### src/rtl/cond_logic_unit.sv
// cond_logic_unit
// Conditional-execution unit for the ARM-style datapath. Evaluates the 16
// condition codes against the registered NZCV flag file, gates the decoder's
// PC-source / register-write / memory-write requests, updates the N/Z and
// C/V flag groups under separate write enables, and keeps saturating
// executed/skipped instruction counters for debug.
//
// Parameters:
//   PIPE_OUT    0: enables combinational from current cond/flags
//               1: enables registered, visible one cycle after the instruction
//   CNT_W       width of exec_count / skip_count
//
// Ports:
//   clk          clock, all state changes on the rising edge
//   reset        synchronous, active-high reset
//   instr_valid  current instruction is real (0 = bubble/stall)
//   cond         instruction condition field [31:28]
//   alu_flags    {N,Z,C,V} produced by the ALU for the current instruction
//   flag_w       [1] write N,Z   [0] write C,V
//   pcs          decoder PC-source request
//   reg_w        decoder register-write request
//   mem_w        decoder memory-write request
//   no_write     suppress register write (compare/test ops)
//   cnt_clr      clear both counters
//   pc_src       gated PC source
//   reg_write    gated register write
//   mem_write    gated memory write
//   cond_ex      condition passed for the current instruction (combinational)
//   flags        registered {N,Z,C,V}
//   exec_count   valid instructions whose condition passed (saturating)
//   skip_count   valid instructions whose condition failed (saturating)

module cond_logic_unit #(
    parameter int unsigned PIPE_OUT = 0,
    parameter int unsigned CNT_W    = 16
) (
    input  logic             clk,
    input  logic             reset,
    input  logic             instr_valid,
    input  logic [3:0]       cond,
    input  logic [3:0]       alu_flags,
    input  logic [1:0]       flag_w,
    input  logic             pcs,
    input  logic             reg_w,
    input  logic             mem_w,
    input  logic             no_write,
    input  logic             cnt_clr,
    output logic             pc_src,
    output logic             reg_write,
    output logic             mem_write,
    output logic             cond_ex,
    output logic [3:0]       flags,
    output logic [CNT_W-1:0] exec_count,
    output logic [CNT_W-1:0] skip_count
);

    localparam logic [CNT_W-1:0] CNT_MAX = '1;

    typedef enum logic [3:0] {
        CC_EQ = 4'b0000,
        CC_NE = 4'b0001,
        CC_CS = 4'b0010,
        CC_CC = 4'b0011,
        CC_MI = 4'b0100,
        CC_PL = 4'b0101,
        CC_VS = 4'b0110,
        CC_VC = 4'b0111,
        CC_HI = 4'b1000,
        CC_LS = 4'b1001,
        CC_GE = 4'b1010,
        CC_LT = 4'b1011,
        CC_GT = 4'b1100,
        CC_LE = 4'b1101,
        CC_AL = 4'b1110,
        CC_NV = 4'b1111
    } cond_code_e;

    logic [3:0]       flag_q;
    logic [CNT_W-1:0] exec_q;
    logic [CNT_W-1:0] skip_q;
    logic             flag_n;
    logic             flag_z;
    logic             flag_c;
    logic             flag_v;
    logic             cond_pass;
    logic             ex;
    logic             pc_src_g;
    logic             reg_write_g;
    logic             mem_write_g;

    assign flag_n = flag_q[3];
    assign flag_z = flag_q[2];
    assign flag_c = flag_q[1];
    assign flag_v = flag_q[0];

    // Condition evaluation against the registered flags only.
    always_comb begin
        cond_pass = 1'b0;
        unique case (cond_code_e'(cond))
            CC_EQ: cond_pass = flag_z;
            CC_NE: cond_pass = ~flag_z;
            CC_CS: cond_pass = flag_c;
            CC_CC: cond_pass = ~flag_c;
            CC_MI: cond_pass = flag_n;
            CC_PL: cond_pass = ~flag_n;
            CC_VS: cond_pass = flag_v;
            CC_VC: cond_pass = ~flag_v;
            CC_HI: cond_pass = flag_c & ~flag_z;
            CC_LS: cond_pass = ~flag_c | flag_z;
            CC_GE: cond_pass = (flag_n == flag_v);
            CC_LT: cond_pass = (flag_n != flag_v);
            CC_GT: cond_pass = ~flag_z & (flag_n == flag_v);
            CC_LE: cond_pass = flag_z | (flag_n != flag_v);
            CC_AL: cond_pass = 1'b1;
            CC_NV: cond_pass = 1'b0;
            default: cond_pass = 1'b0;
        endcase
    end

    // Reset forces cond_ex low so nothing presented during reset takes effect.
    assign ex          = cond_pass & instr_valid & ~reset;
    assign cond_ex     = ex;
    assign pc_src_g    = pcs & ex;
    assign mem_write_g = mem_w & ex;
    assign reg_write_g = reg_w & ~no_write & ex;

    // Flag file: N/Z and C/V groups written independently, only when executed.
    always_ff @(posedge clk) begin
        if (reset) begin
            flag_q <= 4'b0000;
        end else begin
            if (flag_w[1] && ex) begin
                flag_q[3:2] <= alu_flags[3:2];
            end
            if (flag_w[0] && ex) begin
                flag_q[1:0] <= alu_flags[1:0];
            end
        end
    end

    assign flags = flag_q;

    // Debug counters: saturate at all-ones; clear wins over an increment.
    always_ff @(posedge clk) begin
        if (reset || cnt_clr) begin
            exec_q <= '0;
            skip_q <= '0;
        end else if (instr_valid) begin
            if (ex) begin
                if (exec_q != CNT_MAX) begin
                    exec_q <= exec_q + CNT_W'(1);
                end
            end else begin
                if (skip_q != CNT_MAX) begin
                    skip_q <= skip_q + CNT_W'(1);
                end
            end
        end
    end

    assign exec_count = exec_q;
    assign skip_count = skip_q;

    generate
        if (PIPE_OUT != 0) begin : g_pipe
            logic pc_src_q;
            logic reg_write_q;
            logic mem_write_q;

            // One-cycle registered enables for the pipelined datapath.
            always_ff @(posedge clk) begin
                if (reset) begin
                    pc_src_q    <= 1'b0;
                    reg_write_q <= 1'b0;
                    mem_write_q <= 1'b0;
                end else begin
                    pc_src_q    <= pc_src_g;
                    reg_write_q <= reg_write_g;
                    mem_write_q <= mem_write_g;
                end
            end

            // A freshly asserted reset discards the enable captured the cycle before.
            assign pc_src    = pc_src_q & ~reset;
            assign reg_write = reg_write_q & ~reset;
            assign mem_write = mem_write_q & ~reset;
        end else begin : g_comb
            assign pc_src    = pc_src_g;
            assign reg_write = reg_write_g;
            assign mem_write = mem_write_g;
        end
    endgenerate

endmodule

### config.mk
export PLATFORM = sky130hd
export DESIGN_NAME = cond_logic_unit
export DESIGN_NICKNAME = d
export VERILOG_FILES = /design/src/rtl/cond_logic_unit.sv
export SDC_FILE = /design/constraint.sdc
export NUM_CORES = 1
export LEC_CHECK = 0
export BUFFER_PORTS_ARGS = -buffer_cell sky130_fd_sc_hd__buf_2
export CAP_MARGIN = 20
export CORE_ASPECT_RATIO = 1.75
export CORE_MARGIN = 2
export CORE_UTILIZATION = 56
export DETAILED_ROUTE_END_ITERATION = 10
export PLACE_DENSITY = 0.85
export SLEW_MARGIN = 20
export SYNTH_ARGS = -nofsm -noshare
export SYNTH_HDL_FRONTEND = slang
export SYNTH_SLANG_ARGS = --single-unit
### constraint.sdc
create_clock -name clk -period 4.9 [get_ports clk]
set_clock_uncertainty 0.1 [all_clocks]
set_input_delay 0.98 -clock clk [delete_from_list [all_inputs] [get_ports clk]]
set_output_delay 0.98 -clock clk [all_outputs]
set_load 0.03 [all_outputs]
==> results of run 1 <==
-- logic make-up (layout without fill, tap and decap cells) --
kind of cell,after synthesis,count (layout),synth area share (%)
AND/OR/NAND/NOR,111,111,31.68
buffers and inverters,21,71,4.906
multiplexers,4,4,2.609
flip-flops,36,36,35.78
AO/OA/AOI/OAI,70,70,22.92
adder cells (fa/ha/maj),2,2,1.242
XOR/XNOR,2,2,0.8697
-- final cells by class --
| type | instances | share of cell area, % |
|---|---|---|
| clock inverter | 2 | 0.4213 |
| tap | 45 | 2.370 |
| multi-input combinational | 189 | 50.29 |
| timing repair buffer | 58 | 12.32 |
| clock buffer | 6 | 3.476 |
| inverter | 5 | 0.7899 |
| sequential | 36 | 30.33 |
-- synth_stat cells (3+ instances only) --
| library cell | number | area (um^2) |
|---|---|---|
| o21a_1 | 4 | 30.03 |
| nand3_1 | 20 | 100.1 |
| or3_1 | 6 | 37.54 |
| o211ai_1 | 3 | 22.52 |
| and3_1 | 7 | 43.79 |
| a31oi_1 | 3 | 18.77 |
| dfxtp_1 | 36 | 720.7 |
| o31ai_1 | 14 | 105.1 |
| clkbuf_1 | 9 | 33.78 |
| nand2_1 | 23 | 86.33 |
| a41o_1 | 3 | 30.03 |
| o21ai_0 | 9 | 45.04 |
| buf_2 | 4 | 20.02 |
| inv_1 | 4 | 15.01 |
| or4_1 | 22 | 165.2 |
| nor3_1 | 4 | 20.02 |
| nor4_1 | 4 | 25.02 |
| nand4_1 | 5 | 31.28 |
| a21oi_1 | 25 | 125.1 |
| o41ai_1 | 3 | 26.28 |
| mux2i_1 | 3 | 30.03 |
| and2_1 | 6 | 37.54 |
| nor2_1 | 5 | 18.77 |
-- cell usage in the layout, fill, tap and decap left out, types with 4 or more instances in the layout --
cell type and instances:
buf_2 57, dfxtp_1 36, a21oi_1 25, nand2_1 23, or4_1 22, nand3_1 20, o31ai_1 14, o21ai_0 9
and3_1 7, and2_1 6, or3_1 6, clkbuf_8 6, nand4_1 5, nor2_1 5, o21a_1 4, nor3_1 4
inv_1 4, nor4_1 4
-- through the flow --
stage / hold WS, ns / setup slack [ns]
finish: 0.4026 / 1.068
detailed placement: 0.3860 / 1.062
global route: 0.4277 / 0.9394
global placement: 0.3716 / 1.086
CTS: 0.3983 / 1.057
floorplan: 0.5065 / 0.8645
-- power breakdown --
part           switching [mW]  leakage (nW)  internal, mW  total (mW)
Combinational          0.0335         0.606        0.0163      0.0498
Clock                   0.107        0.0510         0.112       0.220
Sequential            0.00195         0.290         0.294       0.296
-- state kept, by name, indices dropped and copies added (netlist names) --
name	flops
exec_count	16
flags	4
skip_count	16
-- per-layer routing --
| metal | GRT usage, % | up-vias | part of all wire [%] | routed length, um |
|---|---|---|---|---|
| li1 | - | 1049 | - | - |
| met1 | 26.92 | 1018 | 38 | 1943 |
| met2 | 47.67 | 71 | 54 | 2751 |
| met3 | 5.216 | 16 | 4.7 | 237 |
| met4 | 10.39 | 0 | 2.7 | 138 |
| met5 | 0 | - | 0 | 0 |
-- final timing paths --
check,slack [ns],end,start
setup / recovery,1.07,pc_src,cond[1]
hold / removal,0.40,exec_count[4],exec_count[4]
setup reg to reg,2.19,skip_count[14],flags[0]
hold reg to reg,0.40,exec_count[4],exec_count[4]
-- worst min-delay path, stage by stage (launching register included) --
cell and delay, ns:
dfxtp_1 0.34, o31ai_1 0.07, a21oi_1 0.06
==> results.json, run 1 <==
{
  "root_buffer": "clkbuf_8",
  "path_delay_family": "multiplexers",
  "nets": 315,
  "num-fill-cells": 314,
  "antenna_left": 0,
  "synth_enable_flop_cells": 0,
  "max_stage_delay_ns": 0.51,
  "period_share_pct": 78.21,
  "hold_viol": 0,
  "seq_area_um2": 720.7,
  "insertion_delay_ns": 0.29,
  "place_area_um2": 2283,
  "grt_first_pass_wirelength_um": 8500,
  "peakVddDrop_mv": 0.2018,
  "initial_core_util_pct": 59.28,
  "rsz0062_at_grt": "false",
  "pwr_density_cell_nw_per_um2": 237.9,
  "die_w_um": 49.34,
  "syn_inst": 246,
  "antenna_found_initial": 0,
  "first_pass_iters": 4,
  "r2r_cells": 8,
  "antennaDiodeCount": 0,
  "cts.reportedPaths.clkPinSlew_ns": 0.07,
  "h-tree-depth": 2,
  "fmax_mhz": 260.9,
  "drtIter0Drc": 63,
  "gr-total-overflow": 0,
  "clk_path_buf_depth": 2,
  "hpwl_um": 3677,
  "cts_inserted_buffers": 5,
  "cts_tree": "built",
  "seq_area_frac_synth_pct": 35.78,
  "arrival_ns": 2.75,
  "syn_nets": 266,
  "synthToLayoutAreaGrowth_pct": 17.95,
  "grt_max_degree": 36,
  "grt_pass1_vias": 1932,
  "path_cells": "buf_2 -> mux4_2 -> xor2_1 -> o21ai_2 -> a21o_4 -> inv_2 -> and2_1 -> buf_2",
  "fin_cells": 341,
  "start_kind": "input port",
  "gp_congestion": 0.7835,
  "ys.flop_type": "dfxtp_1",
  "remaining_drc_errors": 0,
  "syn_area_um2": 2014,
  "core_um2": 3398,
  "status": "completed",
  "critical_path_depth": 8,
  "cpMostUsedCell": "buf_2",
  "tns_ns": 0,
  "die_h_um": 83.34,
  "cp_num_buf_inv": 3,
  "drive_above_1_share_pct": 24.32,
  "grtUsageTotal_pct": 25.64,
  "cap_violations": 0,
  "hold_buffers": 0,
  "crit_required_ns": 3.82,
  "slew_headroom_pct": 46.44,
  "final-setup-viol-count": 0,
  "num_rows": 28,
  "final_util_pct": 69.92,
  "period_needed_ns": 3.832,
  "min_path_type": "flip-flop to flip-flop",
  "stdcell_area_um2": 2376,
  "netlist-cell-type-count": 43,
  "finalMaxSlewViolations": 0,
  "clock_sinks": 36,
  "critPathKind": "input port to output port",
  "ioPinCount": 58,
  "p_total_mw": 0.5654,
  "critPathCaptureType": "output port",
  "viasPerCell": 6.317,
  "hold-path-cell-count": 2,
  "async_flop_share_pct": 0,
  "vias": 2154,
  "portBuffers": 57,
  "post_cts_resized": 0,
  "ys_ff_latch": 36,
  "leakage_nw": 0.9471,
  "die_area_um2": 4112,
  "placedCellCount": 333,
  "max_slew.worst_pin.slew_ns": 0.8005,
  "post_cts_buffers": 0,
  "syn_avg_cell_area_um2": 8.189,
  "wire_per_inst_um": 14.87,
  "multi_input_area_um2": 1195,
  "crit_fanout": 35,
  "routed_wl_um": 5070,
  "yosysWarnings": 0,
  "crit_path_top_delay_cell": "mux4_2"
}
No activity file was read; power rests on OpenSTA's default activity.
==> inputs of run 2 (changes only) <==
--- a/config.mk
+++ b/config.mk
@@ -5,13 +5,14 @@
 export SDC_FILE = /design/constraint.sdc
 export NUM_CORES = 1
 export LEC_CHECK = 0
+export ABC_AREA = 1
 export BUFFER_PORTS_ARGS = -buffer_cell sky130_fd_sc_hd__buf_2
 export CAP_MARGIN = 20
 export CORE_ASPECT_RATIO = 1.75
 export CORE_MARGIN = 2
-export CORE_UTILIZATION = 56
+export CORE_UTILIZATION = 53
 export DETAILED_ROUTE_END_ITERATION = 10
-export PLACE_DENSITY = 0.85
+export PLACE_DENSITY = 0.8
 export SLEW_MARGIN = 20
 export SYNTH_ARGS = -nofsm -noshare
 export SYNTH_HDL_FRONTEND = slang
==> constraint.sdc (replaced) <==
create_clock -name clk -period 3.84 [get_ports clk]
set_clock_uncertainty 0.1 [all_clocks]
set_input_delay 0.768 -clock clk [delete_from_list [all_inputs] [get_ports clk]]
set_output_delay 0.768 -clock clk [all_outputs]
set_load 0.03 [all_outputs]
==> results.json, run 2 <==
{
  "crit_required_ns": 2.97,
  "portBuffers": 57,
  "grt_pass1_vias": 2273,
  "cts_inserted_buffers": 5,
  "post_cts_buffers": 0,
  "post_cts_resized": 0,
  "min_path_type": "flip-flop to flip-flop",
  "gr-total-overflow": 0,
  "synthToLayoutAreaGrowth_pct": 17.23,
  "viasPerCell": 5.414,
  "path_cells": "buf_2 -> nor3_1 -> nand2_1 -> nand2_1 -> nand2_1 -> nand3_1 -> nand2_1 -> nand2_2 -> nand2_2 -> nor2_1 -> buf_2",
  "path_delay_family": "simple AND/OR/NAND/NOR gates",
  "antennaDiodeCount": 0,
  "wire_per_inst_um": 12.54,
  "hold_buffers": 0,
  "placedCellCount": 432,
  "fmax_mhz": 324.4,
  "syn_area_um2": 2243,
  "pwr_density_cell_nw_per_um2": 280.5,
  "synth_top_area_share_pct": 32.12,
  "slew_headroom_pct": 63.85,
  "arrival_ns": 2.22,
  "max_stage_delay_ns": 0.24,
  "remaining_drc_errors": 0,
  "synthXorXnorAreaFrac_pct": 9.760,
  "clk_path_buf_depth": 2,
  "synth_top_family_by_area": "simple AND/OR/NAND/NOR gates",
  "final_cell_mix": "nand2_1 (79), buf_2 (57), nor2_1 (40)",
  "cp_num_buf_inv": 2,
  "num_rows": 31,
  "critPathCaptureType": "output port",
  "stdcell_area_um2": 2630,
  "cap_violations": 0,
  "synth_compound_area_share_pct": 10.26,
  "rsz0062_at_grt": "false",
  "cts_tree": "built",
  "hpwl_um": 4119,
  "period_share_pct": 80.29,
  "finalMaxSlewViolations": 0,
  "period_needed_ns": 3.083,
  "status": "completed",
  "crit_fanout": 21,
  "tns_ns": 0,
  "crit_path_top_delay_cell": "nor3_1",
  "synthAdderAreaFrac_pct": 1.115,
  "yosysWarnings": 0,
  "nets": 410,
  "routed_wl_um": 5516,
  "peakVddDrop_mv": 0.2665,
  "grtUsageTotal_pct": 25.02,
  "synth.area.top_cells": "dfxtp_1 (32%), nand2_1 (13%), nand3_1 (7.6%), xor2_1 (7.0%), nor2_1 (6.7%)",
  "antenna_left": 0,
  "netlist-cell-type-count": 29,
  "clock_sinks": 36,
  "insertion_delay_ns": 0.29,
  "place_area_um2": 2540,
  "core_um2": 4111,
  "synth_enable_flop_cells": 0,
  "fin_cells": 440,
  "leakage_nw": 1.104,
  "die_w_um": 53.18,
  "cts.reportedPaths.clkPinSlew_ns": 0.07,
  "seq_area_frac_synth_pct": 32.12,
  "syn_inst": 336,
  "antenna_found_initial": 0,
  "syn_nets": 356,
  "yosys.area.top_type": "dfxtp_1",
  "grt_max_degree": 22,
  "first_pass_iters": 4,
  "critPathKind": "input port to output port",
  "synth.most_common_cell": "nand2_1",
  "drive_above_1_share_pct": 20.20,
  "start_kind": "input port",
  "ioPinCount": 58,
  "ys.flop_type": "dfxtp_1",
  "muxShareOfSynthArea_pct": 0,
  "h-tree-depth": 2,
  "ys_top_cells_by_count": "nand2_1 (79), nor2_1 (40), dfxtp_1 (36)",
  "hold_viol": 0,
  "die_h_um": 90.07,
  "initial_core_util_pct": 54.56,
  "whs_ns": 0.3889,
  "max_slew.worst_pin.slew_ns": 0.5403,
  "vias": 2382,
  "cpMostUsedCell": "nand2_1",
  "grt_first_pass_wirelength_um": 9259,
  "num-fill-cells": 418,
  "async_flop_share_pct": 0,
  "root_buffer": "clkbuf_8",
  "final_common_cell": "nand2_1",
  "drtIter0Drc": 41,
  "syn_avg_cell_area_um2": 6.677,
  "ys_ff_latch": 36,
  "gp_congestion": 0.8159,
  "final-setup-viol-count": 0,
  "synthSimpleGateAreaFrac_pct": 38.65,
  "die_area_um2": 4790
}
run 2: cell types whose count changed in the layout (fill, tap and decap cells not counted), sizes merged, moves of 6 or more:
cell / change
xnor2: +6
or3: -6
a21oi: +6
nand4: +13
nor3: +7
inv: +23
nand2: +58
o31ai: -14
nor2: +35
or4: -22
and3: -7
xor2: +17
and2: -6
nand3: +16
run 2: cell type report:
| cell class | count | area [um^2] | share of cell area, % |
|---|---|---|---|
| Sequential cell | 36 | 720.7 | 27.40 |
| Inverter | 31 | 116.4 | 4.424 |
| Timing Repair Buffer | 59 | 300.3 | 11.42 |
| Tap cell | 49 | 61.31 | 2.331 |
| Clock buffer | 8 | 90.09 | 3.425 |
| Multi-Input combinational cell | 257 | 1341 | 51.00 |
run 2: power by group:
group | internal, mW | leakage [nW] | switching, mW
Clock | 0.146 | 0.0455 | 0.132
Sequential | 0.376 | 0.290 | 0.00340
Combinational | 0.0241 | 0.768 | 0.0561
Total | 0.546 | 1.10 | 0.191
run 2: kinds of logic after synthesis:
kind of cell / after synthesis
AND/OR/NAND/NOR: 189
AO/OA/AOI/OAI: 41
XOR/XNOR: 25
flip-flops: 36
buffers and inverters: 43
adder cells (fa/ha/maj): 2
run 2: final timing paths:
path	from	end	slack (ns)	cells past startpoint
setup / recovery	cond[1]	pc_src	0.76	11
hold reg to reg	exec_count[14]	exec_count[14]	0.39	2
setup reg to reg	exec_count[0]	exec_count[5]	1.31	9
hold / removal	exec_count[14]	exec_count[14]	0.39	2
run 2: worst register-to-register path, cell delays in order, from the launching register on:
cell	delay, ns
dfxtp_1	0.40
ha_1	0.21
nand2_1	0.09
nor3_2	0.38
nand2_1	0.15
clkinv_1	0.09
nand4_2	0.34
nand3_2	0.43
o21ai_0	0.13
a21oi_1	0.15
run 2: stage by stage:
stage               utilization [%]  setup slack [ns]  total power [mW]
floorplan                         -            0.6686            0.4432
global placement              61.78            0.7868            0.4670
detailed placement            61.78            0.7327            0.4683
CTS                           63.97            0.7327            0.7460
global route                  63.97            0.5211            0.7693
finish                        63.97            0.7570            0.7377
run 2: per-layer routing:
metal / routed length, um / vias up / track usage (%) / share of wire [%]
met1: 2027 / 1087 / 23.20 / 37
met5: 0 / - / 0 / 0
met4: 199 / 0 / 13.68 / 3.6
met2: 3040 / 67 / 47.19 / 55
met3: 249 / 20 / 4.651 / 4.5
li1: - / 1208 / - / -
